===== src/rtl/mem_bus_ctrl_pkg.sv =====
// -----------------------------------------------------------------------------
// bus_pkg
// Shared definitions for the memory/peripheral bus controller:
//   - default parameter values (widths, slave count, timeout)
//   - FSM state encodings and the state enum built on them
//   - fill value used for read data on error and write responses
// -----------------------------------------------------------------------------
package bus_pkg;

    // Default parameter values
    localparam int DEF_ADDR_W   = 32;
    localparam int DEF_DATA_W   = 32;
    localparam int DEF_N_SLAVES = 4;
    localparam int DEF_SEL_LSB  = 8;
    localparam int DEF_SEL_W    = 2;
    localparam int DEF_TIMEOUT  = 15;

    // FSM state encodings
    localparam logic [1:0] STATE_IDLE   = 2'd0;
    localparam logic [1:0] STATE_ACCESS = 2'd1;
    localparam logic [1:0] STATE_RESP   = 2'd2;

    typedef enum logic [1:0] {
        S_IDLE   = STATE_IDLE,
        S_ACCESS = STATE_ACCESS,
        S_RESP   = STATE_RESP
    } state_e;

    // Read data returned on decode error, timeout and write completion.
    // Replicated to DATA_W at the point of use.
    localparam logic ERR_RDATA_FILL = 1'b0;

endpackage : bus_pkg


===== src/rtl/mem_bus_ctrl_if.sv =====
// -----------------------------------------------------------------------------
// mem_bus_ctrl_if
// Groups the core-side request/response handshake and the shared slave bus.
//   Core side : req_valid, req_ready, req_we, req_addr, req_wdata,
//               rsp_valid, rsp_rdata, rsp_err
//   Slave side: s_valid (one-hot), s_we, s_addr, s_wdata, s_ready, s_rdata
// Modports:
//   slave  - the controller: accepts core requests, drives the slave bus
//   master - the environment: the core plus the slave devices
// -----------------------------------------------------------------------------
interface mem_bus_ctrl_if
    import bus_pkg::*;
#(
    parameter int ADDR_W   = DEF_ADDR_W,
    parameter int DATA_W   = DEF_DATA_W,
    parameter int N_SLAVES = DEF_N_SLAVES,
    parameter int SEL_LSB  = DEF_SEL_LSB
) ();

    // Core request / response
    logic                         req_valid;
    logic                         req_ready;
    logic                         req_we;
    logic [ADDR_W-1:0]            req_addr;
    logic [DATA_W-1:0]            req_wdata;
    logic                         rsp_valid;
    logic [DATA_W-1:0]            rsp_rdata;
    logic                         rsp_err;

    // Slave bus
    logic [N_SLAVES-1:0]          s_valid;
    logic                         s_we;
    logic [SEL_LSB-1:0]           s_addr;
    logic [DATA_W-1:0]            s_wdata;
    logic [N_SLAVES-1:0]          s_ready;
    logic [N_SLAVES*DATA_W-1:0]   s_rdata;

    modport slave (
        input  req_valid, req_we, req_addr, req_wdata, s_ready, s_rdata,
        output req_ready, rsp_valid, rsp_rdata, rsp_err,
               s_valid, s_we, s_addr, s_wdata
    );

    modport master (
        output req_valid, req_we, req_addr, req_wdata, s_ready, s_rdata,
        input  req_ready, rsp_valid, rsp_rdata, rsp_err,
               s_valid, s_we, s_addr, s_wdata
    );

endinterface : mem_bus_ctrl_if


===== src/rtl/mem_bus_ctrl_addr_decode.sv =====
// -----------------------------------------------------------------------------
// bus_addr_decode
// Combinational region decoder. The slave-select field is
// i_addr[SEL_LSB +: SEL_W]; indices at or above N_SLAVES are unmapped.
// Ports:
//   i_addr        in  ADDR_W    request byte address
//   o_idx         out SEL_W     raw slave index from the select field
//   o_sel         out N_SLAVES  one-hot select, all-zero when unmapped
//   o_decode_err  out 1         index does not name an existing slave
// -----------------------------------------------------------------------------
module bus_addr_decode
    import bus_pkg::*;
#(
    parameter int ADDR_W   = DEF_ADDR_W,
    parameter int N_SLAVES = DEF_N_SLAVES,
    parameter int SEL_LSB  = DEF_SEL_LSB,
    parameter int SEL_W    = DEF_SEL_W
) (
    input  logic [ADDR_W-1:0]   i_addr,
    output logic [SEL_W-1:0]    o_idx,
    output logic [N_SLAVES-1:0] o_sel,
    output logic                o_decode_err
);

    always_comb begin
        // NOTE: every output gets a value before any conditional logic so
        // no path leaves one unassigned, which would infer a latch.
        o_idx        = i_addr[SEL_LSB +: SEL_W];
        o_sel        = '0;
        o_decode_err = (int'(o_idx) >= N_SLAVES);
        for (int k = 0; k < N_SLAVES; k++) begin
            o_sel[k] = (int'(o_idx) == k);
        end
    end

endmodule : bus_addr_decode


===== src/rtl/mem_bus_ctrl.sv =====
// -----------------------------------------------------------------------------
// mem_bus_ctrl
// Bus controller between the core load/store port and N memory-mapped
// slaves. One outstanding transaction; the core stalls on req_ready.
// Unmapped addresses and slaves that stay silent for TIMEOUT cycles
// complete with rsp_err. All outputs are registered except req_ready,
// which is decoded from the state register.
// Ports:
//   clk    in  1   clock, all state on the rising edge
//   rst_n  in  1   synchronous active-low reset
//   bus    slave modport of mem_bus_ctrl_if (core request/response and
//                  shared slave bus)
// -----------------------------------------------------------------------------
module mem_bus_ctrl
    import bus_pkg::*;
#(
    parameter int ADDR_W   = DEF_ADDR_W,
    parameter int DATA_W   = DEF_DATA_W,
    parameter int N_SLAVES = DEF_N_SLAVES,
    parameter int SEL_LSB  = DEF_SEL_LSB,
    parameter int SEL_W    = DEF_SEL_W,
    parameter int TIMEOUT  = DEF_TIMEOUT
) (
    input  logic          clk,
    input  logic          rst_n,
    mem_bus_ctrl_if.slave bus
);

    localparam int CNT_W = $clog2(TIMEOUT + 1);
    localparam logic [CNT_W-1:0] CNT_LAST = CNT_W'(TIMEOUT - 1);
    localparam logic [DATA_W-1:0] ERR_RDATA = {DATA_W{ERR_RDATA_FILL}};

    // State and registered outputs
    state_e              r_state;
    logic [CNT_W-1:0]    r_cnt;
    logic [SEL_W-1:0]    r_idx;
    logic [N_SLAVES-1:0] r_s_valid;
    logic                r_s_we;
    logic [SEL_LSB-1:0]  r_s_addr;
    logic [DATA_W-1:0]   r_s_wdata;
    logic                r_rsp_valid;
    logic                r_rsp_err;
    logic [DATA_W-1:0]   r_rsp_rdata;

    // Next-state values
    state_e              w_state_d;
    logic [CNT_W-1:0]    w_cnt_d;
    logic [N_SLAVES-1:0] w_s_valid_d;
    logic                w_rsp_valid_d;
    logic                w_rsp_err_d;
    logic [DATA_W-1:0]   w_rsp_rdata_d;
    logic                w_accept;

    // Decoder outputs and selected-slave views
    logic [SEL_W-1:0]    w_idx;
    logic [N_SLAVES-1:0] w_sel;
    logic                w_decode_err;
    logic                w_ready_hit;
    logic [DATA_W-1:0]   w_rdata_sel;

    bus_addr_decode #(
        .ADDR_W   (ADDR_W),
        .N_SLAVES (N_SLAVES),
        .SEL_LSB  (SEL_LSB),
        .SEL_W    (SEL_W)
    ) u_decode (
        .i_addr       (bus.req_addr),
        .o_idx        (w_idx),
        .o_sel        (w_sel),
        .o_decode_err (w_decode_err)
    );

    // r_s_valid is the one-hot strobe of the slave being accessed, so
    // masking s_ready with it ignores every other channel.
    assign w_ready_hit = |(bus.s_ready & r_s_valid);

    always_comb begin
        w_rdata_sel = '0;
        for (int k = 0; k < N_SLAVES; k++) begin
            if (int'(r_idx) == k) begin
                w_rdata_sel = bus.s_rdata[k*DATA_W +: DATA_W];
            end
        end
    end

    // Next-state and next-output logic. Registered outputs take the value
    // they must show in the state being entered.
    always_comb begin
        w_state_d     = r_state;
        w_cnt_d       = r_cnt;
        w_s_valid_d   = '0;
        w_rsp_valid_d = 1'b0;
        w_rsp_err_d   = 1'b0;
        w_rsp_rdata_d = '0;
        w_accept      = 1'b0;

        case (r_state)
            S_IDLE: begin
                if (bus.req_valid) begin
                    w_accept = 1'b1;
                    if (w_decode_err) begin
                        w_state_d     = S_RESP;
                        w_rsp_valid_d = 1'b1;
                        w_rsp_err_d   = 1'b1;
                        w_rsp_rdata_d = ERR_RDATA;
                    end else begin
                        w_state_d   = S_ACCESS;
                        w_cnt_d     = '0;
                        w_s_valid_d = w_sel;
                    end
                end
            end

            S_ACCESS: begin
                // Ready is checked before the timeout so a response in the
                // last allowed cycle still completes cleanly.
                if (w_ready_hit) begin
                    w_state_d     = S_RESP;
                    w_rsp_valid_d = 1'b1;
                    w_rsp_rdata_d = r_s_we ? ERR_RDATA : w_rdata_sel;
                end else if (r_cnt == CNT_LAST) begin
                    w_state_d     = S_RESP;
                    w_rsp_valid_d = 1'b1;
                    w_rsp_err_d   = 1'b1;
                    w_rsp_rdata_d = ERR_RDATA;
                end else begin
                    w_cnt_d     = r_cnt + CNT_W'(1);
                    w_s_valid_d = r_s_valid;
                end
            end

            S_RESP: begin
                w_state_d = S_IDLE;
            end

            default: begin
                w_state_d = S_IDLE;
            end
        endcase
    end

    always_ff @(posedge clk) begin
        // NOTE: sequential state uses non-blocking assignments so every
        // register samples pre-edge values regardless of statement order.
        if (!rst_n) begin
            r_state     <= S_IDLE;
            r_cnt       <= '0;
            r_idx       <= '0;
            r_s_valid   <= '0;
            r_s_we      <= 1'b0;
            r_s_addr    <= '0;
            r_s_wdata   <= '0;
            r_rsp_valid <= 1'b0;
            r_rsp_err   <= 1'b0;
            r_rsp_rdata <= '0;
        end else begin
            r_state     <= w_state_d;
            r_cnt       <= w_cnt_d;
            r_s_valid   <= w_s_valid_d;
            r_rsp_valid <= w_rsp_valid_d;
            r_rsp_err   <= w_rsp_err_d;
            r_rsp_rdata <= w_rsp_rdata_d;
            if (w_accept) begin
                r_idx     <= w_idx;
                r_s_we    <= bus.req_we;
                r_s_addr  <= bus.req_addr[SEL_LSB-1:0];
                r_s_wdata <= bus.req_wdata;
            end
        end
    end

    assign bus.req_ready = (r_state == S_IDLE);
    assign bus.rsp_valid = r_rsp_valid;
    assign bus.rsp_err   = r_rsp_err;
    assign bus.rsp_rdata = r_rsp_rdata;
    assign bus.s_valid   = r_s_valid;
    assign bus.s_we      = r_s_we;
    assign bus.s_addr    = r_s_addr;
    assign bus.s_wdata   = r_s_wdata;

endmodule : mem_bus_ctrl


===== src/flat_wrapper.sv =====
// flat-port wrapper written by rule: the top's interface ports become plain ports
module mem_bus_ctrl_flat import bus_pkg::*;
#(
    parameter int ADDR_W   = DEF_ADDR_W,
    parameter int DATA_W   = DEF_DATA_W,
    parameter int N_SLAVES = DEF_N_SLAVES,
    parameter int SEL_LSB  = DEF_SEL_LSB,
    parameter int SEL_W    = DEF_SEL_W,
    parameter int TIMEOUT  = DEF_TIMEOUT
)
  (clk, rst_n, bus_req_valid, bus_req_we, bus_req_addr, bus_req_wdata, bus_s_ready, bus_s_rdata, bus_req_ready, bus_rsp_valid, bus_rsp_rdata, bus_rsp_err, bus_s_valid, bus_s_we, bus_s_addr, bus_s_wdata);
  mem_bus_ctrl_if #(.ADDR_W(ADDR_W), .DATA_W(DATA_W), .N_SLAVES(N_SLAVES), .SEL_LSB(SEL_LSB)) bus_i ();
  input  logic clk;
  input  logic rst_n;
  input wire logic [$bits(bus_i.req_valid)-1:0] bus_req_valid;
  input wire logic [$bits(bus_i.req_we)-1:0] bus_req_we;
  input wire logic [$bits(bus_i.req_addr)-1:0] bus_req_addr;
  input wire logic [$bits(bus_i.req_wdata)-1:0] bus_req_wdata;
  input wire logic [$bits(bus_i.s_ready)-1:0] bus_s_ready;
  input wire logic [$bits(bus_i.s_rdata)-1:0] bus_s_rdata;
  output wire logic [$bits(bus_i.req_ready)-1:0] bus_req_ready;
  output wire logic [$bits(bus_i.rsp_valid)-1:0] bus_rsp_valid;
  output wire logic [$bits(bus_i.rsp_rdata)-1:0] bus_rsp_rdata;
  output wire logic [$bits(bus_i.rsp_err)-1:0] bus_rsp_err;
  output wire logic [$bits(bus_i.s_valid)-1:0] bus_s_valid;
  output wire logic [$bits(bus_i.s_we)-1:0] bus_s_we;
  output wire logic [$bits(bus_i.s_addr)-1:0] bus_s_addr;
  output wire logic [$bits(bus_i.s_wdata)-1:0] bus_s_wdata;
  assign bus_i.req_valid = bus_req_valid;
  assign bus_i.req_we = bus_req_we;
  assign bus_i.req_addr = bus_req_addr;
  assign bus_i.req_wdata = bus_req_wdata;
  assign bus_i.s_ready = bus_s_ready;
  assign bus_i.s_rdata = bus_s_rdata;
  assign bus_req_ready = bus_i.req_ready;
  assign bus_rsp_valid = bus_i.rsp_valid;
  assign bus_rsp_rdata = bus_i.rsp_rdata;
  assign bus_rsp_err = bus_i.rsp_err;
  assign bus_s_valid = bus_i.s_valid;
  assign bus_s_we = bus_i.s_we;
  assign bus_s_addr = bus_i.s_addr;
  assign bus_s_wdata = bus_i.s_wdata;
  mem_bus_ctrl #(.ADDR_W(ADDR_W), .DATA_W(DATA_W), .N_SLAVES(N_SLAVES), .SEL_LSB(SEL_LSB), .SEL_W(SEL_W), .TIMEOUT(TIMEOUT)) u_core (.clk(clk), .rst_n(rst_n), .bus(bus_i));
endmodule

===== config.mk =====
export PLATFORM = sky130hd
export DESIGN_NAME = mem_bus_ctrl_flat
export DESIGN_NICKNAME = d
export VERILOG_FILES = /design/src/rtl/mem_bus_ctrl_pkg.sv /design/src/rtl/mem_bus_ctrl_if.sv /design/src/rtl/mem_bus_ctrl_addr_decode.sv /design/src/rtl/mem_bus_ctrl.sv /design/src/flat_wrapper.sv
export SDC_FILE = /design/constraint.sdc
export NUM_CORES = 1
export LEC_CHECK = 0
export CAP_MARGIN = 20
export CORE_MARGIN = 3
export CORE_UTILIZATION = 35
export CTS_BUF_LIST = sky130_fd_sc_hd__clkbuf_8
export DETAILED_ROUTE_END_ITERATION = 8
export GPL_TIMING_DRIVEN = 0
export HOLD_SLACK_MARGIN = 0.15
export PLACE_DENSITY = 0.84
export SYNTH_ARGS = -nofsm -noshare
export SYNTH_HDL_FRONTEND = slang
export SYNTH_SLANG_ARGS = --single-unit

===== constraint.sdc =====
create_clock -name clk -period 2.6 [get_ports clk]
set_input_delay 0.26 -clock clk [delete_from_list [all_inputs] [get_ports clk]]
set_output_delay 0.26 -clock clk [all_outputs]
set_load 0.005 [all_outputs]

## Word-level counts from Yosys, hierarchy flattened

Index checks and enable logic that the tools add are counted.

| word-level totals | value |
|---|---|
| output and inout port bits | 80 |
| input port bits | 200 |
| flip-flop bits (word level) | 87 |

| cells by class | value |
|---|---|
| equal/unequal tests | 12 |
| muxes and demuxes | 20 |
| bitwise operators | 4 |
| reduce and logical (&&, ||, !) cells | 10 |
| add/sub/neg operators | 1 |

Operator list:

| operator | number |
|---|---|
| 2-to-1 mux 32 bit | 4 |
| 2-to-1 mux 4 bit | 6 |
| case mux 4 bit (2 select lines) | 2 |
| == test 2 bit, second input constant | 4 |
| OR reduction 4 bit | 2 |
| == test 2 x 1 -> 1 bit, second input constant | 3 |
| zero test 2 bit | 3 |
| 2-to-1 mux 2 bit | 3 |
| != test 2 bit, second input constant | 3 |
| OR reduction 6 bit | 1 |
| adder 4 x 1 -> 4 bit, second input constant | 1 |
| AND 4 bit | 1 |
| == test 4 bit, second input constant | 1 |
| 2-to-1 mux 1 bit | 4 |
| case mux 2 bit (2 select lines) | 1 |
| AND reduction 2 bit | 2 |
| AND reduction 4 bit | 1 |
| != test 3 x 1 -> 1 bit, second input constant | 1 |
| inverter 1 bit | 3 |
| nonzero test 2 bit | 1 |

## Depth between registers and ports, before layout

Gate-level depths: netlist of run 1.

| logic depth | value |
|---|---|
| depth after elaboration | 5 |
| mapped depth | 6 |
| gate-level depth less buffers | 6 |

## Hierarchy

Synthesis of run 1 repeated with hierarchy kept, for this count alone.

| second synthesis, totals | value |
|---|---|
| cell total of the unflattened synthesis | 365 |
| area, all modules | 3,861.2 um^2 |

By module, submodules not included:

| module | seq. area each (um^2) | cells each | instances | area each (um^2) |
|---|---|---|---|---|
| mem_bus_ctrl | 1,741.7 | 357 | 1 | 3,808.7 |
| bus_addr_decode | 0.0 | 8 | 1 | 52.6 |

## Worst setup path before layout of run 1

No wires, ideal clock.

| path | value |
|---|---|
| path kind | register to register |
| start point | register u_core.r_idx[0] |
| end point | register u_core.r_rsp_rdata[10] (netlist: u_core.bus.rsp_rdata[10]) |
| cell stages (with the launch flop) | 5 |
| data required time | 2.486 ns |
| library setup time | 0.114 ns |
| period minus slack after synthesis | 1.524 ns |
| buffers on the path | 2 |
| path slack | 1.076 ns |
| arrival time | 1.409 ns |
| path through | dfxtp_1 buf_2 buf_2 mux4_2 nor2b_2 |

| on the way | value |
|---|---|
| longest elaborated chain between the ends | 5 |
| elaborated cells between the ends (all ways) | 8 |

Ends and longest elaborated chain:

| item | RTL line | RTL |
|---|---|---|
| start, declared | mem_bus_ctrl.sv:36 | `logic [SEL_W-1:0] r_idx;` |
| start signal, assigned | mem_bus_ctrl.sv:164 | `r_idx <= w_idx;` |
| zero test 2 bit | mem_bus_ctrl.sv:80 | `if (int'(r_idx) == k) begin` |
| 2-to-1 mux 32 bit (3 in a row) | mem_bus_ctrl.sv:80 |  |
| 2-to-1 mux 32 bit (*) | mem_bus_ctrl.sv:80 |  |
| end signal, assigned | mem_bus_ctrl.sv:162 | `r_rsp_rdata <= w_rsp_rdata_d;` |
| end, declared | mem_bus_ctrl.sv:43 | `logic [DATA_W-1:0] r_rsp_rdata;` |

Mark *: on every way between the ends. The rest lies on a longest branch, timed or not.
A chain may end at the register's enable or synchronous reset.

## Worst setup path after layout of run 1

| path | value |
|---|---|
| start point | register u_core.r_idx[1] |
| end point | register u_core.r_rsp_rdata[5] (netlist: u_core.bus.rsp_rdata[5]) |

Same word-level chain as after synthesis.

==> results.py, run 1 <==
metrics = {
    "route": {
        "drcViolationCount": 0,
        "dr.pass1.iters": 6,
        "wl_um": 13600,
        "dr.first_iter.drc_count": 127,
        "ant_nets": 0,
        "vias_per_cell": 4.80,
        "via_count": 3673,
        "wire_per_inst_um": 17.7,
    },
    "floorplan": {
        "die-area_um2": 12300,
        "rows": 37,
        "pin_count": 280,
        "initial_utilization_pct": 36.6,
        "chipHeight_um": 111,
        "coreArea_um2": 10500,
        "dieWidth_um": 111,
    },
    "cts": {
        "cts_setup_buffers": 0,
        "ctsHoldBuffers": 0,
        "cts_sinks": 87,
        "clk_pin_slew_worst_paths_ps": 90,
        "cts_htree_levels": 3,
        "insertion_delay_ps": 340,
        "cts_resized": 0,
        "clock_path_buffers": 2,
        "cts_tree": "built",
        "cts_root_buf": "clkbuf_8",
        "cts_buffers": 9,
    },
    "yosys": {
        "synth_top_family_by_area": "simple AND/OR/NAND/NOR gates",
        "muxShareOfSynthArea_pct": 18.7,
        "yosysUniqueCellTypes": 35,
        "avgSynthCellArea_um2": 10.8,
        "synth_top_area_cell": "dfxtp_1",
        "synthAdderAreaFrac_pct": 0.650,
        "ys.warnings.count": 0,
        "synthXorXnorAreaFrac_pct": 0,
        "synth-simple-area-share_pct": 22.8,
        "ys_ff_latch": 87,
        "synth.net_count": 557,
        "synth_compound_gate_area_share_pct": 8.16,
        "synth_top_area_share_pct": 45.2,
        "yosysSeqAreaShare_pct": 45.2,
        "synthTopCellsByArea": "dfxtp_1 45%, mux4_2 19%, nand2_1 8.6%",
        "synthCells": 355,
        "netlist_area_um2": 3850,
    },
    "grt": {
        "grt_pass1_vias": 3888,
        "grt.total_usage_pct": 21.6,
        "grt_pass1_wl_um": 20900,
        "grt_max_degree": 14,
        "antenna_found_initial": 2,
        "globalRouteOverflowTotal": 0,
    },
    "worst_hold_path": {
        "hold_path_class": "primary input to flop",
    },
    "power": {
        "power.total_uw": 2900,
        "vdd.ir_drop.worst_mv": 0.383,
        "power_density_nw_per_um2": 430,
        "p_leak_uw": 0.00245,
    },
    "worst_setup_path": {
        "worstSetupEndpointType": "flop",
        "cp_common_cell": "clkbuf_1",
        "path_buf_inv": 2,
        "crit_path_start_kind": "flop",
        "cp.arrival_ps": 1990,
        "cp_cell_sequence": "clkbuf_1 -> clkbuf_1 -> mux4_2 -> nor2b_4",
        "crit_path_top_delay_cell": "clkbuf_1",
        "path_class": "flop to flop",
        "crit_path_max_fanout": 10,
        "cp_top_family": "buffers and inverters",
        "crit_required_ps": 2840,
        "cp_slowest_stage_delay_ps": 530,
    },
    "sta": {
        "finalHoldViolations": 0,
        "slew_headroom_pct": 58.5,
        "fin_skew_ps": 10.2,
        "rsz0062_at_grt": "no",
        "worstMarginPinSlew_ps": 623,
        "period_minus_slack_ps": 1750,
        "fin_crit_sh_pct": 67.5,
        "tns_ps": 0,
        "fmax_mhz": 570,
        "maxSlewViolCount": 0,
        "setup_viol": 0,
    },
    "status": {
        "status": "finished clean",
    },
    "cells_and_area": {
        "drive_gt1_share_pct": 14.0,
        "layout_commonest_cell": "clkdlybuf4s50_1",
        "n_fill_cell": 850,
        "multi_input_area_um2": 1940,
        "layout_common_cells": "257 x clkdlybuf4s50_1, 88 x nand2_1, 87 x dfxtp_1, 46 x a21oi_1, 32 x mux4_2",
        "register_area_um2": 1740,
        "final_nets": 825,
        "area_delta_synth_final_pct": 75.4,
    },
    "placement": {
        "port_buffers": 257,
        "place.gp.congestion": 0.966,
        "post-dp-hpwl_um": 11200,
    },
    "flow_run": {
        "drv_cap": 0,
    },
}
## sequential cells by signal, summed over array words and instances (netlist names)
name and cells:
u_core.bus.rsp_err 1, u_core.bus.rsp_rdata 32, u_core.bus.rsp_valid 1, u_core.bus.s_addr 8, u_core.bus.s_valid 4, u_core.bus.s_wdata 32
u_core.bus.s_we 1, u_core.r_cnt 4, u_core.r_idx 2, u_core.r_state 2
## logic make-up (layout without fill, tap and decap cells)
logic type,after synthesis,after routing
simple gates,145,145
flops,87,87
compound gates,57,57
mux,32,32
buf+inv,32,304
fa+ha+maj,2,2
other cells,0,2
## worst register-to-register path, stage by stage, from the launching register on
cell and delay, ps:
dfxtp_1 310, clkbuf_1 250, clkbuf_1 530, mux4_2 420, nor2b_4 140
## power by group
group          internal [uW]  total [uW]  switching (uW)
logic                    477         700             223
clock network            332         788             455
registers               1380        1410            28.6
total                   2190        2900             707
## area by class of cell
class / count / share of cell area, %
antenna: 2 / 0.0741
timing repair buffer: 257 / 38.1
clock inverter: 6 / 0.463
multi-input combinational: 236 / 28.7
buffer: 26 / 2.19
inverter: 6 / 0.334
tap: 136 / 2.52
sequential: 87 / 25.8
clock buffer: 9 / 1.83
## metal layers
layer	global-route usage, %	up-vias	share of wire, %	wire, um
met3	8.08	24	8.7	1180
li1	-	1764	-	-
met1	22.8	1706	36	4940
met5	0	-	0	0
met2	39.5	179	52	7010
met4	6.65	0	3.1	424
## per-stage QoR
stage	setup WS, ps	cell area [um2]	std cells	hold WS [ps]	utilization [%]
6_report	846	6750	765	457	64.3
3_3_place_gp	615	6590	748	441	62.7
4_1_cts	827	6750	763	429	64.2
3_5_place_dp	618	6590	748	450	62.7
2_1_floorplan	1080	3850	355	382	-
5_1_grt	762	6750	765	436	64.3
## synth_stat cells (all sizes together)
| master | instances |
|---|---|
| clkbuf | 18 |
| o32ai | 1 |
| a2bb2oi | 1 |
| o311ai | 1 |
| nand3 | 6 |
| nor2 | 6 |
| ha | 2 |
| buf | 8 |
| nor3b | 1 |
| or3b | 2 |
| nand4 | 3 |
| mux4 | 32 |
| inv | 5 |
| dfxtp | 87 |
| a21oi | 46 |
| o31ai | 1 |
| o21a | 1 |
| a22oi | 2 |
| a31oi | 3 |
| nor3 | 1 |
| nor2b | 30 |
| and2 | 2 |
| or3 | 1 |
| clkinv | 1 |
| or2 | 1 |
| and2b | 3 |
| o22a | 1 |
| nand2 | 89 |
## final timing paths
path                   startpoint                      end  slack, ps  cells after the start
max               u_core.r_idx[1]  u_core.bus.rsp_rdata[5]        850                      4
min             bus_req_wdata[12]   u_core.bus.s_wdata[12]        460                      3
max reg2reg       u_core.r_idx[1]  u_core.bus.rsp_rdata[5]        850                      4
min reg2reg  u_core.bus.s_addr[2]     u_core.bus.s_addr[2]        460                      2
Power figures use the tool's default switching activity.
==> run 2, diff against run 1 <==
CORE_UTILIZATION = 32   (was 35)
PLACE_DENSITY = 0.81   (was 0.84)
clock period = 1.56 ns   (was 2.6 ns; I/O delays follow)
==> results.py, run 2 (same netlist as run 1, synthesis figures left out) <==
metrics = {
    "power": {
        "power_density_nw_per_um2": 770,
        "p_leak_uw": 0.00260,
        "vdd.ir_drop.worst_mv": 0.726,
    },
    "route": {
        "via_count": 3776,
        "wl_um": 14000,
        "vias_per_cell": 4.84,
        "drcViolationCount": 0,
        "ant_nets": 0,
        "dr.pass1.iters": 4,
        "dr.first_iter.drc_count": 180,
        "wire_per_inst_um": 18.0,
    },
    "flow_run": {
        "drv_cap": 0,
    },
    "worst_setup_path": {
        "r2r_end": "u_core.bus.rsp_rdata[6]",
        "ff2ff_setup_slack_ps": -30,
        "path_class": "flop to flop",
        "rr_worst_depth": 5,
        "cp_slowest_stage_delay_ps": 510,
        "crit_path_top_delay_cell": "or3b_4",
        "worstSetupEndpointType": "flop",
        "r2r_start": "u_core.r_state[1]",
        "crit_required_ps": 1860,
        "crit_path_max_fanout": 7,
        "crit_path_start_kind": "flop",
        "cp_cell_sequence": "and2b_4 -> nand2_4 -> or3b_4 -> clkbuf_16 -> nor2b_4",
        "cp.arrival_ps": 1890,
    },
    "sta": {
        "fmax_mhz": 629,
        "period_minus_slack_ps": 1590,
        "fin_crit_sh_pct": 102,
        "slew_headroom_pct": 62.3,
        "fin_skew_ps": 7.86,
        "rsz0062_at_grt": "yes",
        "worstMarginPinSlew_ps": 565,
        "setup_viol": 21,
        "setup_slack_ps": -29.3,
        "finalHoldViolations": 0,
        "maxSlewViolCount": 0,
    },
    "cells_and_area": {
        "n_fill_cell": 947,
        "multi_input_area_um2": 1990,
        "fin_cells": 780,
        "area_delta_synth_final_pct": 83.5,
        "layout_common_cells": "256 x clkdlybuf4s50_1, 87 x nand2_1, 84 x dfxtp_1, 46 x a21oi_1, 32 x mux4_2",
        "drive_gt1_share_pct": 18.4,
        "layout_commonest_cell": "clkdlybuf4s50_1",
        "final_nets": 833,
        "fin_util_pct": 61.1,
        "register_area_um2": 1750,
    },
    "cts": {
        "cts_tree": "built",
        "cts_sinks": 87,
        "insertion_delay_ps": 360,
        "cts_htree_levels": 3,
        "clk_pin_slew_worst_paths_ps": 90,
        "cts_root_buf": "clkbuf_8",
        "clock_path_buffers": 2,
        "cts_buffers": 9,
    },
    "placement": {
        "post-dp-hpwl_um": 11200,
        "dp.cells": 755,
        "place.gp.congestion": 0.850,
        "port_buffers": 257,
    },
    "grt": {
        "grt_pass1_wl_um": 20300,
        "grt_max_degree": 15,
        "grt_pass1_vias": 3872,
        "grt.total_usage_pct": 20.0,
        "antenna_found_initial": 2,
        "globalRouteOverflowTotal": 0,
    },
    "floorplan": {
        "initial_utilization_pct": 33.3,
        "die-area_um2": 13400,
        "coreArea_um2": 11600,
        "dieWidth_um": 116,
        "chipHeight_um": 116,
        "pin_count": 280,
        "rows": 39,
    },
    "worst_hold_path": {
        "hold_end": "u_core.bus.s_addr[1]",
        "holdPathStages": 3,
        "holdCritStartpoint": "bus_req_addr[1]",
        "hold_path_class": "primary input to flop",
    },
    "status": {
        "status": "finished, violations left",
        "violations": "setup timing",
    },
}
## run 2: cell types whose count changed in the layout (fill, tap and decap cells not counted), sizes merged
cell,before,now
clkinvlp,0,1
clkinv,5,1
buf,8,15
bufinv,0,3
clkdlybuf4s50,257,256
clkbuf,27,28
dlymetal6s2s,0,1
## run 2: what timing repair did
item | 4_1_cts | 5_1_grt
pin swaps | 1 | 2
hold buffers | 0 | 0
gates resized for setup | 16 | 35
setup endpoints to repair | 71 | 64
hold endpoints to repair | 0 | 0
cloned | 0 | 2
setup buffers | 2 | 5
## run 2: cell type report
type,count,share of cell area (%)
antenna,2,0.0709
buffer,25,2.87
clock buffer,9,1.75
clock inverter,6,1.56
inverter,6,0.319
multi-input combinational,236,28.2
sequential,87,24.7
tap,143,2.53
timing repair buffer,266,37.9
## run 2: routing by layer
layer | up-vias | global-route usage (%) | part of all wire [%]
met5 | - | 0 | 0
met1 | 1785 | 20.0 | 35
met4 | 0 | 5.57 | 2.1
met3 | 24 | 8.51 | 10
met2 | 186 | 37.7 | 52
li1 | 1781 | - | -
## run 2: per-stage QoR
stage	setup TNS (ps)	cell area [um2]	power (uW)	setup slack (ps)	hold slack [ps]
finish	-290	7060	5440	-29.3	338
global route	-1590	7060	5700	-74.8	314
CTS	-855	6900	5480	-60.8	311
detailed placement	-26680	6600	3590	-419	448
global placement	-23390	6600	3560	-372	442
floorplan	0	3850	2870	36.5	278
## run 2: how the worst max path moves through the flow
stage | endpoint | depth (start not counted) | from
after floorplan | u_core.bus.rsp_rdata[10] | 4 | u_core.r_idx[0]
after global placement | u_core.bus.rsp_rdata[22] | 6 | bus_s_ready[0]
after detailed placement | u_core.bus.rsp_rdata[14] | 6 | bus_s_ready[2]
after CTS | u_core.bus.rsp_rdata[23] | 4 | u_core.r_idx[0]
after global routing | u_core.bus.rsp_rdata[6] | 5 | u_core.r_state[1]
final | u_core.bus.rsp_rdata[6] | 5 | u_core.r_state[1]
## run 2: critical path, delay by kind of cell (launching register included)
kind,cells,cell delay [ps]
buf+inv,1,210
flops,1,370
simple gates,4,940
## run 2: where the power goes
group | total (uW) | internal, uW | switching (uW)
Clock | 1850 | 1060 | 797
Sequential | 2360 | 2310 | 53.9
Combinational | 1230 | 838 | 389
